`src/rtl/dvp_pkg.sv`:
```
// Shared DVP state encoding and default timing, used by the transmitter and camera-side blocks.
package dvp_pkg;

  typedef enum logic [1:0] {
    IDLE   = 2'd0,
    VBLANK = 2'd1,
    LBLANK = 2'd2,
    ACTIVE = 2'd3
  } dvp_state_t;

  localparam int DVP_H_ACTIVE = 640;
  localparam int DVP_V_ACTIVE = 360;
  localparam int DVP_H_BLANK  = 16;
  localparam int DVP_VS_LOW   = 64;
  localparam int DVP_PCLK_DIV = 4;

  function automatic int dvp_max(input int a, input int b);
    return (a > b) ? a : b;
  endfunction

endpackage

```
`src/rtl/dvp_if.sv`:
```
// Pixel source handshake plus camera-side DVP pins of the transmitter.
interface dvp_if;

  logic       pixel_valid_in;
  logic [7:0] pixel_data_in;
  logic       pixel_ready_out;
  logic       camera_pclk_out;
  logic       camera_hs_out;
  logic       camera_vs_out;
  logic [7:0] camera_data_out;

  modport master (
    input  pixel_valid_in, pixel_data_in,
    output pixel_ready_out, camera_pclk_out, camera_hs_out, camera_vs_out, camera_data_out
  );

  modport slave (
    output pixel_valid_in, pixel_data_in,
    input  pixel_ready_out, camera_pclk_out, camera_hs_out, camera_vs_out, camera_data_out
  );

endinterface

```
`src/rtl/dvp_pclk_gen.sv`:
```
// Free-running pixel clock divider: low half-period first, then high.
// fall_tick marks the cycle before pclk drops; pre_fall_tick the cycle before that.
module dvp_pclk_gen #(
  parameter int PCLK_DIV = 4
) (
  input  logic clk_in,
  input  logic rst_in,
  output logic pclk_out,
  output logic fall_tick_out,
  output logic pre_fall_tick_out
);

  localparam int CW   = $clog2(PCLK_DIV);
  localparam int HALF = PCLK_DIV / 2;

  logic [CW-1:0] r_cnt;
  logic [CW-1:0] w_cnt_nxt;
  logic          r_pclk;

  always_comb begin
    w_cnt_nxt = (r_cnt == CW'(PCLK_DIV - 1)) ? '0 : r_cnt + 1'b1;
  end

  always_ff @(posedge clk_in) begin
    if (rst_in) begin
      r_cnt  <= '0;
      r_pclk <= 1'b0;
    end else begin
      r_cnt  <= w_cnt_nxt;
      r_pclk <= (w_cnt_nxt >= CW'(HALF));
    end
  end

  assign pclk_out          = r_pclk;
  assign fall_tick_out     = (r_cnt == CW'(PCLK_DIV - 1));
  assign pre_fall_tick_out = (r_cnt == CW'(PCLK_DIV - 2));

endmodule

```
`src/rtl/dvp_transmitter.sv`:
```
// DVP frame generator: vs/hs/data move only with pclk falling; one byte pulled per active period.
// The source is never stalled: a missing byte goes out as 0x00 and sets the sticky underflow flag.
module dvp_transmitter
  import dvp_pkg::*;
#(
  parameter int H_ACTIVE = DVP_H_ACTIVE,
  parameter int V_ACTIVE = DVP_V_ACTIVE,
  parameter int H_BLANK  = DVP_H_BLANK,
  parameter int VS_LOW   = DVP_VS_LOW,
  parameter int PCLK_DIV = DVP_PCLK_DIV
) (
  input  logic  clk_in,
  input  logic  rst_in,
  input  logic  enable_in,
  dvp_if.master dvp,
  output logic  frame_start_out,
  output logic  underflow_out
);

  localparam int PW = $clog2(H_ACTIVE + 1);
  localparam int LW = $clog2(V_ACTIVE + 1);
  localparam int BW = $clog2(dvp_max(H_BLANK, VS_LOW) + 1);

  logic w_fall_tick;
  logic w_pre_fall_tick;

  dvp_pclk_gen #(.PCLK_DIV(PCLK_DIV)) u_pclk_gen (
    .clk_in            (clk_in),
    .rst_in            (rst_in),
    .pclk_out          (dvp.camera_pclk_out),
    .fall_tick_out     (w_fall_tick),
    .pre_fall_tick_out (w_pre_fall_tick)
  );

  dvp_state_t    r_state, w_state_nxt;
  logic [BW-1:0] r_blank, w_blank_nxt;
  logic [PW-1:0] r_pix, w_pix_nxt;
  logic [LW-1:0] r_line, w_line_nxt;
  logic          r_hs, w_hs_nxt;
  logic          r_vs, w_vs_nxt;
  logic          w_fs_nxt;
  logic [7:0]    r_data;
  logic          r_ready;
  logic          r_frame_start;
  logic          r_underflow;
  logic          w_blank_last;
  logic          w_take;

  // State only advances on fall_tick, so w_take is already valid one cycle early for the ready strobe.
  always_comb begin
    w_blank_last = (r_state == VBLANK) ? (r_blank == BW'(VS_LOW - 1))
                                       : (r_blank == BW'(H_BLANK - 1));
    w_take = 1'b0;
    if (r_state == LBLANK && w_blank_last && r_line != LW'(V_ACTIVE)) w_take = 1'b1;
    if (r_state == ACTIVE && r_pix != PW'(H_ACTIVE))                  w_take = 1'b1;
  end

  always_comb begin
    w_state_nxt = r_state;
    w_blank_nxt = r_blank;
    w_pix_nxt   = r_pix;
    w_line_nxt  = r_line;
    w_hs_nxt    = r_hs;
    w_vs_nxt    = r_vs;
    w_fs_nxt    = 1'b0;
    if (w_fall_tick) begin
      unique case (r_state)
        IDLE: begin
          if (enable_in) begin
            w_state_nxt = VBLANK;
            w_blank_nxt = '0;
          end
        end
        VBLANK: begin
          if (w_blank_last) begin
            w_state_nxt = LBLANK;
            w_blank_nxt = '0;
            w_line_nxt  = '0;
            w_vs_nxt    = 1'b1;
            w_fs_nxt    = 1'b1;
          end else begin
            w_blank_nxt = r_blank + 1'b1;
          end
        end
        LBLANK: begin
          if (!w_blank_last) begin
            w_blank_nxt = r_blank + 1'b1;
          end else if (w_take) begin
            w_state_nxt = ACTIVE;
            w_pix_nxt   = PW'(1);
            w_hs_nxt    = 1'b1;
          end else begin
            // Trailing blank done: the frame ends here and enable_in decides what follows.
            w_vs_nxt    = 1'b0;
            w_blank_nxt = '0;
            w_state_nxt = enable_in ? VBLANK : IDLE;
          end
        end
        ACTIVE: begin
          if (w_take) begin
            w_pix_nxt = r_pix + 1'b1;
          end else begin
            w_state_nxt = LBLANK;
            w_blank_nxt = '0;
            w_pix_nxt   = '0;
            w_hs_nxt    = 1'b0;
            w_line_nxt  = r_line + 1'b1;
          end
        end
      endcase
    end
  end

  always_ff @(posedge clk_in) begin
    if (rst_in) begin
      r_state       <= IDLE;
      r_blank       <= '0;
      r_pix         <= '0;
      r_line        <= '0;
      r_hs          <= 1'b0;
      r_vs          <= 1'b0;
      r_data        <= 8'h00;
      r_ready       <= 1'b0;
      r_frame_start <= 1'b0;
      r_underflow   <= 1'b0;
    end else begin
      r_state       <= w_state_nxt;
      r_blank       <= w_blank_nxt;
      r_pix         <= w_pix_nxt;
      r_line        <= w_line_nxt;
      r_hs          <= w_hs_nxt;
      r_vs          <= w_vs_nxt;
      r_frame_start <= w_fs_nxt;
      r_ready       <= w_pre_fall_tick && w_take;
      if (r_ready) begin
        r_data <= dvp.pixel_valid_in ? dvp.pixel_data_in : 8'h00;
        if (!dvp.pixel_valid_in) r_underflow <= 1'b1;
      end else if (w_fall_tick) begin
        r_data <= 8'h00;
      end
    end
  end

  assign dvp.pixel_ready_out = r_ready;
  assign dvp.camera_hs_out   = r_hs;
  assign dvp.camera_vs_out   = r_vs;
  assign dvp.camera_data_out = r_data;
  assign frame_start_out     = r_frame_start;
  assign underflow_out       = r_underflow;

endmodule

```
`src/flat_wrapper.sv`:
```
// flat-port wrapper written by rule: the top's interface ports become plain ports
module dvp_transmitter_flat import dvp_pkg::*;
#(
  parameter int H_ACTIVE = DVP_H_ACTIVE,
  parameter int V_ACTIVE = DVP_V_ACTIVE,
  parameter int H_BLANK  = DVP_H_BLANK,
  parameter int VS_LOW   = DVP_VS_LOW,
  parameter int PCLK_DIV = DVP_PCLK_DIV
)
  (clk_in, rst_in, enable_in, frame_start_out, underflow_out, dvp_pixel_valid_in, dvp_pixel_data_in, dvp_pixel_ready_out, dvp_camera_pclk_out, dvp_camera_hs_out, dvp_camera_vs_out, dvp_camera_data_out);
  dvp_if dvp_i ();
  input  logic clk_in;
  input  logic rst_in;
  input  logic enable_in;
  output logic frame_start_out;
  output logic underflow_out;
  input wire logic [$bits(dvp_i.pixel_valid_in)-1:0] dvp_pixel_valid_in;
  input wire logic [$bits(dvp_i.pixel_data_in)-1:0] dvp_pixel_data_in;
  output wire logic [$bits(dvp_i.pixel_ready_out)-1:0] dvp_pixel_ready_out;
  output wire logic [$bits(dvp_i.camera_pclk_out)-1:0] dvp_camera_pclk_out;
  output wire logic [$bits(dvp_i.camera_hs_out)-1:0] dvp_camera_hs_out;
  output wire logic [$bits(dvp_i.camera_vs_out)-1:0] dvp_camera_vs_out;
  output wire logic [$bits(dvp_i.camera_data_out)-1:0] dvp_camera_data_out;
  assign dvp_i.pixel_valid_in = dvp_pixel_valid_in;
  assign dvp_i.pixel_data_in = dvp_pixel_data_in;
  assign dvp_pixel_ready_out = dvp_i.pixel_ready_out;
  assign dvp_camera_pclk_out = dvp_i.camera_pclk_out;
  assign dvp_camera_hs_out = dvp_i.camera_hs_out;
  assign dvp_camera_vs_out = dvp_i.camera_vs_out;
  assign dvp_camera_data_out = dvp_i.camera_data_out;
  dvp_transmitter #(.H_ACTIVE(H_ACTIVE), .V_ACTIVE(V_ACTIVE), .H_BLANK(H_BLANK), .VS_LOW(VS_LOW), .PCLK_DIV(PCLK_DIV)) u_core (.clk_in(clk_in), .rst_in(rst_in), .enable_in(enable_in), .dvp(dvp_i), .frame_start_out(frame_start_out), .underflow_out(underflow_out));
endmodule
```
`config.mk`:
```
export PLATFORM = sky130hd
export DESIGN_NAME = dvp_transmitter_flat
export DESIGN_NICKNAME = d
export VERILOG_FILES = /design/src/rtl/dvp_pkg.sv /design/src/rtl/dvp_if.sv /design/src/rtl/dvp_pclk_gen.sv /design/src/rtl/dvp_transmitter.sv /design/src/flat_wrapper.sv
export SDC_FILE = /design/constraint.sdc
export NUM_CORES = 1
export LEC_CHECK = 0
export BUFFER_PORTS_ARGS = -buffer_cell sky130_fd_sc_hd__clkbuf_2
export CAP_MARGIN = 20
export CORE_UTILIZATION = 40
export CTS_BUF_LIST = sky130_fd_sc_hd__clkbuf_8
export DETAILED_ROUTE_END_ITERATION = 10
export SETUP_SLACK_MARGIN = 0.4
export SYNTH_ARGS = -nofsm -noshare
export SYNTH_HDL_FRONTEND = slang
export SYNTH_SLANG_ARGS = --single-unit
export TNS_END_PERCENT = 30
```
`constraint.sdc`:
```
create_clock -name clk_in -period 2.8 [get_ports clk_in]
set_clock_uncertainty 0.2 [all_clocks]
set_input_delay 0.14 -clock clk_in [delete_from_list [all_inputs] [get_ports clk_in]]
set_output_delay 0.14 -clock clk_in [all_outputs]
set_load 0.1 [all_outputs]
```
# [After elaboration in Yosys (flattened, before gate mapping)]
# Cells that the tools add are included.
[classes] muxes=34 eq_ne=15 n_reduce_logical=17 magnitude_cmp=1 n_bitwise=3 addsub=4
[op_table] operator="$mux 10" n=3
[op_table] operator="$mux 7" n=4
[op_table] operator="$pmux 7 s4" n=1
[op_table] operator="$mux 8" n=3
[op_table] operator="$pmux 10 s2" n=1
[op_table] operator="$mux 9" n=2
[op_table] operator="$pmux 9 s2" n=1
[op_table] operator="$reduce_and 5->1" n=3
[op_table] operator="$mux 2" n=6
[op_table] operator="$add 10x1->10 const B" n=1
[op_table] operator="$mux 1" n=10
[op_table] operator="$ne 10x10->1 const B" n=1
[op_table] operator="$add 9x1->9 const B" n=1
[op_table] operator="$ne 9x9->1 const B" n=1
[op_table] operator="$eq 2x2->1 const B" n=4
[op_table] operator="$pmux 2 s4" n=1
[op_table] operator="$reduce_and 4->1" n=2
[op_table] operator="$reduce_bool 2->1" n=4
[op_table] operator="$add 7x1->7 const B" n=1
[op_table] operator="$eq 7x4->1 const B" n=1
[op_table] operator="$eq 7x6->1 const B" n=1
[op_table] operator="$ne 2x1->1 const B" n=3
[op_table] operator="$ne 2x2->1 const B" n=3
[op_table] operator="$logic_and 1x1->1" n=4
[op_table] operator="8 further kinds" n=12
[totals] output_inout_bits=14 inputBits=12 ff_bits=44

# [Depth between registers and ports, before layout]
[logic_depth] ltp_word=9 mapped_depth=7 depth_no_buf=7

# [By module]
# Synthesis repeated with hierarchy kept, for this count alone.
[hier_totals] cells_unflattened=260 hier_area_um2=2187.1
[by_module_without_submodules] module="dvp_transmitter" area_each_um2=2104.5 n_inst=1 cells_each=253
[by_module_without_submodules] module="dvp_pclk_gen" area_each_um2=82.6 n_inst=1 cells_each=7

# [Worst setup path before layout]
# OpenSTA, ideal clock, no wires.
[synth_timing] path_type="register to register" from="register u_core.u_pclk_gen.pclk_out (netlist name)" to="register u_core.r_line[6]" period_less_slack_ns=2.972 stages_incl_launch_ff=7 path_buffers=1 arrival_ns=2.702 slack_ns=-0.172 path_cell_list="dfxtp_1 -> ha_1 -> clkbuf_1 -> o31ai_1 -> or4_4 -> or3_1 -> a21oi_1"
[synth_lines] item="to (signal assigned)" line_no="dvp_transmitter.sv:130" source="r_line <= w_line_nxt;"
[synth_lines] item="to (decl)" line_no="dvp_transmitter.sv:38" source="logic [LW-1:0] r_line, w_line_nxt;"

# [Worst setup path after layout]
[layout_timing] from="register u_core.r_pix[2]" to="register u_core.r_line[6]"
[layout_via] elab_chain_cells=5
[layout_rtl] item="from (decl)" line_no="dvp_transmitter.sv:37" source="logic [PW-1:0] r_pix, w_pix_nxt;"
[layout_rtl] item="from (signal assigned)" line_no="dvp_transmitter.sv:129" source="r_pix <= w_pix_nxt;"
[layout_rtl] item="$ne 10x10->1" line_no="dvp_transmitter.sv:55" source="if (r_state == ACTIVE && r_pix != PW'(H_ACTIVE)) w_take = 1'b1;"
[layout_rtl] item="$logic_and 1x1->1" line_no="dvp_transmitter.sv:55"
[layout_rtl] item="$mux 1" line_no="dvp_transmitter.sv:55"
[layout_rtl] item="$ne 2x2->1 (no line)"
[layout_rtl] item="$reduce_and 4->1 (no line)"
# No other way between the ends.
# A chain may end at the register's enable or synchronous reset.

==> results.yml <==
power_and_ir_drop:
  ir_worst_vdd_mv: 0.283
  total_power_uw: 1200
  p_leak_uw: 0.00102
  cellPowerDensity_nw_per_um2: 415
critical_path:
  path_buf_inv: 0
  crit_arrival_ps: 2410
  cp_data_required_time_ps: 2840
  cp_slowest_stage_delay_ps: 510
  worst_setup_path_start_kind: "flop"
  path_cells: "or3_4 -> o31a_1 -> or4_4 -> or3_1 -> a21oi_1"
  cp-end-kind: "flop"
  startpoint: "u_core.r_pix[2]"
  r2r_slack_ps: 430
  crit_slowest_cell: "or4_4"
  critical_path.top_delay_family: "simple AND/OR/NAND/NOR gates"
  r2r_cells: 5
  regToRegEndpoint: "u_core.r_line[6]"
  critical_path_class: "reg2reg"
  crit_fanout: 6
  r2r_start: "u_core.r_pix[2]"
hold_path:
  worstHoldPathCells: 2
  hold_start: "rst_in"
  hold-path-endpoint: "u_core.u_pclk_gen.pclk_out"
  hold_class: "in2reg"
sta:
  clock.fmax_ghz: 0.422
  layout_setup_ws_ps: 431
  whs_ps: 32.1
  worstMarginPinSlew_ps: 555
  tns_ps: 0
  max_slew_margin_pct: 63.2
  finalHoldViolations: 0
  rsz0062_at_grt: "true"
  slew_violations: 0
  setup_viol: 0
  fin_crit_ps: 2370
  fin_crit_sh_pct: 84.6
yosys:
  syn_area_per_cell_um2: 8.22
  synthTopCellsByArea: "dfxtp_1 37%, a21oi_1 5.6%, ha_1 3.8%"
  synth_edf_count: 0
  ys.flop_type: "dfxtp_1"
  ys_seq_area_share_pct: 36.9
  async_flop_share_pct: 0
  syn_area_um2: 2330
  ys_types: 54
  netlist.area_leader.share_pct: 36.9
  syn_inst: 284
  synth_top_cell_by_area: "dfxtp_1"
  synth_nets: 303
  synth_warnings: 0
  ys_ff_latch: 43
clock_tree:
  cts_buffers: 5
  cts_root_buffer: "clkbuf_8"
  tritoncts: "built"
  ctsHtreeMaxLevel: 2
  insertion_delay_ps: 300
  path_clk_slew_ps: 90
  clock-sinks: 43
  cts_buffer_depth: 2
final_layout:
  drive_gt1_share_pct: 22.5
  final_cell_mix: "40 x dfxtp_1, 25 x a21oi_1, 25 x clkbuf_2, 23 x nor2_1, 19 x inv_1"
  layout_commonest_cell: "dfxtp_1"
  antennaDiodeCount: 0
  fin_util_pct: 51.8
  syn2layout_area_growth_pct: 23.7
  fin_nets: 351
routing:
  ant_nets: 0
  wl_per_cell_um: 14.8
  routed_wirelength_mm: 5.99
  drtIter0Drc: 184
  first_pass_iters: 4
  vias: 2279
  drc: 0
  via_per_inst: 5.63
grt:
  antenna_found_initial: 0
  grt_max_degree: 20
  grt_usage_pct: 20.7
  grt-ovfl-total: 0
  grt_pass1_vias: 2078
  grt_pass1_wl_mm: 10.1
floorplan:
  die_area_um2: 6150
  rows: 27
  die_h_um: 78.4
  pin_count: 26
  core_um2: 5570
  start_util_pct: 41.9
  die_w_um: 78.4
placement:
  port_buffers: 25
  place_ws_ps: 370
  place_hpwl_mm: 4.13
  gp_congestion: 0.909
status:
  status: "finished clean"
job:
  maxCapViolCount: 0
how the worst max path moves through the flow:
| stage | cells after the start | end | slack (ps) |
|---|---|---|---|
| 6_report | 5 | u_core.r_line[6] | 430 |
| 2_1_floorplan | 6 | u_core.r_line[6] | 490 |
| 3_3_place_gp | 5 | u_core.r_pix[3] | 450 |
| 3_5_place_dp | 7 | u_core.dvp.camera_hs_out | 370 |
| 4_1_cts | 6 | u_core.r_blank[5] | 400 |
| 5_1_grt | 5 | u_core.r_pix[8] | 310 |
what timing repair did:
action,4_1_cts,5_1_grt
setup endpoints to repair,11,17
pin swaps,0,3
gates cloned,0,1
setup buffers,0,6
hold buffers,10,0
gates resized for setup,1,9
hold endpoints to repair,9,0
metrics by stage:
stage / instances / area, um^2
global placement: 380 / 2590
CTS: 398 / 2820
finish: 405 / 2890
global route: 405 / 2890
floorplan: 284 / 2340
detailed placement: 380 / 2590
power by group:
| part | switching (uW) | internal (uW) | leakage (uW) | total [uW] |
|---|---|---|---|---|
| registers | 4.68 | 616 | 0.000348 | 621 |
| logic | 54.8 | 32.4 | 0.000618 | 87.1 |
| clock network | 225 | 266 | 0.0000581 | 491 |
| total | 284 | 914 | 0.00102 | 1200 |
per-layer routing:
metal,GRT usage (%),share of wire (%),vias to the layer above,wire [um]
li1,-,-,1156,-
met4,5.56,1.3,0,80
met1,28.7,49,1064,2940
met5,0,0,-,0
met3,5.12,3.8,9,229
met2,31.9,46,50,2730
area by class of cell:
cell class,count,area (um^2)
fill,531,2690
multi-input combinational,211,1400
sequential,43,867
timing repair buffer,52,353
tap,72,90.1
inverter,19,71.3
clock buffer,5,68.8
clock inverter,3,43.8
state kept, by name (all words and copies together), names as in the netlist:
register,flops
u_core.u_pclk_gen.r_cnt,1
u_core.dvp.pixel_ready_out,1
u_core.dvp.camera_vs_out,1
u_core.r_line,9
u_core.underflow_out,1
u_core.dvp.camera_hs_out,1
u_core.r_state,2
u_core.u_pclk_gen.pclk_out,1
u_core.r_pix,10
u_core.r_blank,7
u_core.frame_start_out,1
u_core.dvp.camera_data_out,8
synthesized netlist by cell type, drive strengths merged (2+ instances only):
master	count
nand2	19
and2	2
nand2b	2
mux2i	2
xnor2	4
and4	4
o32ai	2
dfxtp	43
o41ai	4
nand4b	2
mux2	2
a31oi	5
o31ai	5
nor2b	4
nand3	10
nor3b	9
xor2	2
or3	4
a41o	2
nor4	4
a31o	2
ha	7
and3	4
nor3	7
a211oi	11
nand4	10
o211ai	4
a21oi	27
inv	19
o21ai	6
clkbuf	11
or2	3
a21o	2
o31a	3
nor2	23
logic make-up after synthesis:
| kind of cell | synth area share, % |
|---|---|
| xor gates and xnor gates | 2.25 |
| buffers and inverters | 5.04 |
| AOI/OAI and AO/OA | 22.8 |
| muxes | 1.82 |
| adders and majority gates | 3.75 |
| and+or+nand+nor | 27.5 |
| DFF | 36.9 |
(Power assumes the default switching activity.)
